## config.mk

```make
export PLATFORM = sky130hd
export DESIGN_NAME = fetch_queue
export DESIGN_NICKNAME = d
export VERILOG_FILES = /design/src/rtl/fetch_queue.sv
export SDC_FILE = /design/constraint.sdc
export NUM_CORES = 1
export LEC_CHECK = 0
export ABC_AREA = 1
export ABC_CLOCK_PERIOD_IN_PS = 4300
export CAP_MARGIN = 30
export CELL_PAD_IN_SITES_DETAIL_PLACEMENT = 1
export CELL_PAD_IN_SITES_GLOBAL_PLACEMENT = 1
export CORE_ASPECT_RATIO = 1.1
export CORE_MARGIN = 5
export CORE_UTILIZATION = 40
export DETAILED_ROUTE_END_ITERATION = 8
export PLACE_DENSITY_LB_ADDON = 0.1
export SYNTH_ARGS = -nofsm -noshare
export SYNTH_HDL_FRONTEND = slang
export SYNTH_SLANG_ARGS = --single-unit
```

## constraint.sdc

```tcl
create_clock -name clk -period 4.3 [get_ports clk]
set_input_delay 0.86 -clock clk [delete_from_list [all_inputs] [get_ports clk]]
set_output_delay 0.86 -clock clk [all_outputs]
set_load 0.01 [all_outputs]
```

## src/rtl/fetch_queue.sv

```systemverilog
// fetch_queue: 2-wide circular fetch->decode instruction buffer with flush and empty perf event
module fetch_queue #(
  parameter int XLEN  = 32,
  parameter int DEPTH = 8
) (
  input  logic                     clk,
  input  logic                     reset,
  input  logic                     flush_i,
  input  logic [1:0]               push_valid_i,
  input  logic [2*XLEN-1:0]        push_pc_i,
  input  logic [63:0]              push_instr_i,
  output logic                     push_ready_o,
  output logic [1:0]               pop_valid_o,
  output logic [2*XLEN-1:0]        pop_pc_o,
  output logic [63:0]              pop_instr_o,
  input  logic [1:0]               pop_ready_i,
  output logic [$clog2(DEPTH):0]   count_o,
  output logic                     empty_event_o
);
  localparam int PW = $clog2(DEPTH);
  logic [XLEN-1:0] mem_pc [DEPTH];
  logic [31:0]     mem_instr [DEPTH];
  logic [PW:0]     rd_ptr, wr_ptr;
  logic [PW-1:0]   wi0, wi1, ri0, ri1;
  logic [1:0]      n_push, n_pop;
  assign count_o      = wr_ptr - rd_ptr;
  assign push_ready_o = count_o < (PW+1)'(DEPTH-1);
  assign pop_valid_o  = {|count_o[PW:1], |count_o};
  assign n_push       = push_ready_o & push_valid_i[0] ? (push_valid_i[1] ? 2'd2 : 2'd1) : 2'd0;
  assign n_pop        = 2'(pop_valid_o[0] & pop_ready_i[0]) + 2'(pop_valid_o[1] & pop_ready_i[0] & pop_ready_i[1]);
  assign wi0          = wr_ptr[PW-1:0];
  assign wi1          = PW'(wi0 + 1'b1);
  assign ri0          = rd_ptr[PW-1:0];
  assign ri1          = PW'(ri0 + 1'b1);
  assign pop_pc_o     = {mem_pc[ri1], mem_pc[ri0]};
  assign pop_instr_o  = {mem_instr[ri1], mem_instr[ri0]};
  // Payload storage needs no reset; validity comes from the pointers alone.
  always_ff @(posedge clk) begin
    if (!flush_i && n_push != 2'd0) begin
      mem_pc[wi0]    <= push_pc_i[XLEN-1:0];
      mem_instr[wi0] <= push_instr_i[31:0];
    end
    if (!flush_i && n_push == 2'd2) begin
      mem_pc[wi1]    <= push_pc_i[2*XLEN-1:XLEN];
      mem_instr[wi1] <= push_instr_i[63:32];
    end
  end
  always_ff @(posedge clk or posedge reset) begin
    if (reset) begin
      rd_ptr        <= '0;
      wr_ptr        <= '0;
      empty_event_o <= 1'b0;
    end else begin
      rd_ptr        <= flush_i ? wr_ptr : rd_ptr + (PW+1)'(n_pop);
      wr_ptr        <= flush_i ? wr_ptr : wr_ptr + (PW+1)'(n_push);
      empty_event_o <= (count_o == '0) & ~flush_i;
    end
  end
endmodule

```

==> summary.txt <==
Post-synth ARST share: 1.73%
CTS H-Tree Depth: 2
GRT Total Usage: 30.7%
Seq/Total Area, Yosys: 46.3%
Worst hold path type: reg2reg
Vias post-DR: 33,600
Pwr Density: 769 nW/um2
Setup TNS: 0 ns
Die Wd: 287 um
Final-report hold violation count: 0
Fin nets: 4,432
Final Cycle Share: 98.9%
Synthesized instance count: 4,397
I/O pin cnt: 271
Yosys top cell by area: edfxtp_1
Antenna Violating Nets Remaining: 0
Initial drt markers: 2,890
CTS tree: done
Top cells by area, synth: edfxtp_1 46%, nand2_1 13%, nand4_1 9.8%
Non-filler cells, final: 5,476
Slew Viols, Final: 0
F_max: 0.235 GHz
Mapped Nets: 4,543
Most frequent cells after synthesis: 1,182 x nand2_1, 529 x nand4_1, 515 x o21ai_0, 512 x edfxtp_1, 336 x nor2_1
Largest net degree at the start of global routing: 221
Nature of the critical path endpoint: output pin
Hold Slack: 0.533 ns
Row count: 111
CP Data Required Time: 3.44 ns
Global-route wire length before repair: 214,000 um
Initial antenna violation count: 9
Most numerous cell in the Yosys netlist: nand2_1
Yosys warnings: 0
Critical path launch point type: flip-flop
Mapped Area: 33,700 um2
Clock Latency Late Sink: 0.65 ns
Worst Tran Pin Value: 1.20 ns
Status: completed
Final setup viols: 0
Worst Skew: 0.0170 ns
Slew margin rel.: 20.3%
Area grow syn2layout: 15.4%
Core ar.: 83,500 um2
Seq cells post-synth: 521
Final core utilization: 46.5%
Die area: 90,100 um2
Buffers on Ports: 270
Layout cell share with drive strength beyond 1: 5.30%
Avg Inst Size Synth: 7.66 um2
Vias per cell: 6.13
Routed len/inst: 26.3 um
RD Place Congestion: 0.813
Min Clock Period, post-route: 4.25 ns
DP Cell Count: 5,346
Post-synth top area share: 45.7%
Grt total ovfl: 0
Clock buffer depth: 3
Clock Tree Root: clkbuf_16
Crit path DAT: 3.39 ns
Max-cap violations: 0
VDD IR max: 0.000679 V
CTS Buf Count: 61
RSZ-0062 raised after global routing: true
Post-synthesis cell type count: 25
Leak: 0.0154 uW
CP Class: reg2out
CTS Hold Bufs: 0
Peak fanout along the critical path: 54
Vias in the first global route: 34,400
Sink Count: 521
HPWL Detailed: 79,100 um
Final wirelength: 144,000 um
Starting Density: 40.3%
Clk slew on worst S/H paths: 0.06 ns
EDFF count, synth: 512
Top FF cell, synth: edfxtp_1
# DRC: 0
First-pass DRT Iterations: 5
Die Y: 314 um
final timing paths:
check | from | end | slack (ns) | cells past startpoint
max | rd_ptr[0]$_DFF_PP0_ | pop_instr_o[32] | 0.05 | 6
min | wr_ptr[3]$_DFFE_PP0N_ | wr_ptr[3]$_DFFE_PP0N_ | 0.53 | 1
max reg2reg | rd_ptr[0]$_DFF_PP0_ | mem_instr[6][20]$_DFFE_PP_ | 0.43 | 11
min reg2reg | wr_ptr[3]$_DFFE_PP0N_ | wr_ptr[3]$_DFFE_PP0N_ | 0.53 | 1
max in group asynchronous | reset | rd_ptr[0]$_DFF_PP0_ | 3.34 | 2
min in group asynchronous | reset | empty_event_o$_DFF_PP0_ | 0.57 | 2
flip-flops by register name, indices dropped and copies added, names as in the netlist:
signal,cells
mem_pc,256
mem_instr,256
empty_event_o,1
rd_ptr,4
wr_ptr,4
final cells by class:
cell class / count / area, um2
Antenna cell: 9 / 22.5
Clock buffer: 80 / 1680
Clock inverter: 34 / 185
Fill cell: 9949 / 44600
Inverter: 216 / 832
Multi-Input combinational cell: 3103 / 14900
Sequential cell: 521 / 15600
Tap cell: 1130 / 1410
Timing Repair Buffer: 383 / 4190
placed cells by master (no fill, tap or decap), types with 4 or more instances in the layout:
master           count
clkdlybuf4s50_1    269
ha_1                 7
nand2_1           1174
clkbuf_16           63
diode_2              9
clkinv_1            16
a31oi_1            125
nor2_1             327
clkbuf_8             4
nor2_4               9
nand4_1            529
o21ai_0            514
dfrtp_1              6
nand3_1              6
clkinv_2            15
inv_1              212
clkbuf_1            13
a21oi_1            322
edfxtp_1           512
o211ai_1            64
buf_12              42
buf_4               63
nand2_4              8
timing repair:
item,in CTS,in global routing
gates resized for setup,2,12
pin swaps,1,0
buffers inserted,6,0
cloned,1,0
setup endpoints to repair,53,42
through the flow:
step                instance area, um2  power [uW]  setup WS (ns)
global route                     38800       31400        -0.0259
CTS                              38800       29900       0.000888
global placement                 36800       24300          0.526
floorplan                        33700       16100         0.0264
finish                           38900       29900         0.0462
detailed placement               36800       24500          0.518
layer usage:
metal | up-vias | GRT usage [%] | part of all wire (%)
met5 | - | 0 | 0
met1 | 17000 | 39.2 | 41
met4 | 0 | 12.2 | 4.1
met2 | 1151 | 52.8 | 49
met3 | 316 | 4.27 | 6.2
li1 | 15100 | - | -
critical path, stage by stage (launching register included):
cell and delay [ns]:
dfrtp_4 0.59, ha_4 0.22, xor2_4 0.25, buf_12 0.35
nor2_1 0.10, a31oi_1 0.55, clkdlybuf4s50_1 0.67
logic make-up after synthesis:
family	synth area share, %
AND/OR/NAND/NOR	26.9
AO/OA/AOI/OAI	16.3
XOR/XNOR	0.156
flip-flops	46.3
buffers and inverters	9.86
adder cells (fa/ha/maj)	0.476
where the power goes:
group / internal [uW] / switching [uW]
clock network: 2790 / 2260
registers: 6280 / 242
logic: 6320 / 12000
Power figures use the tool's default switching activity.
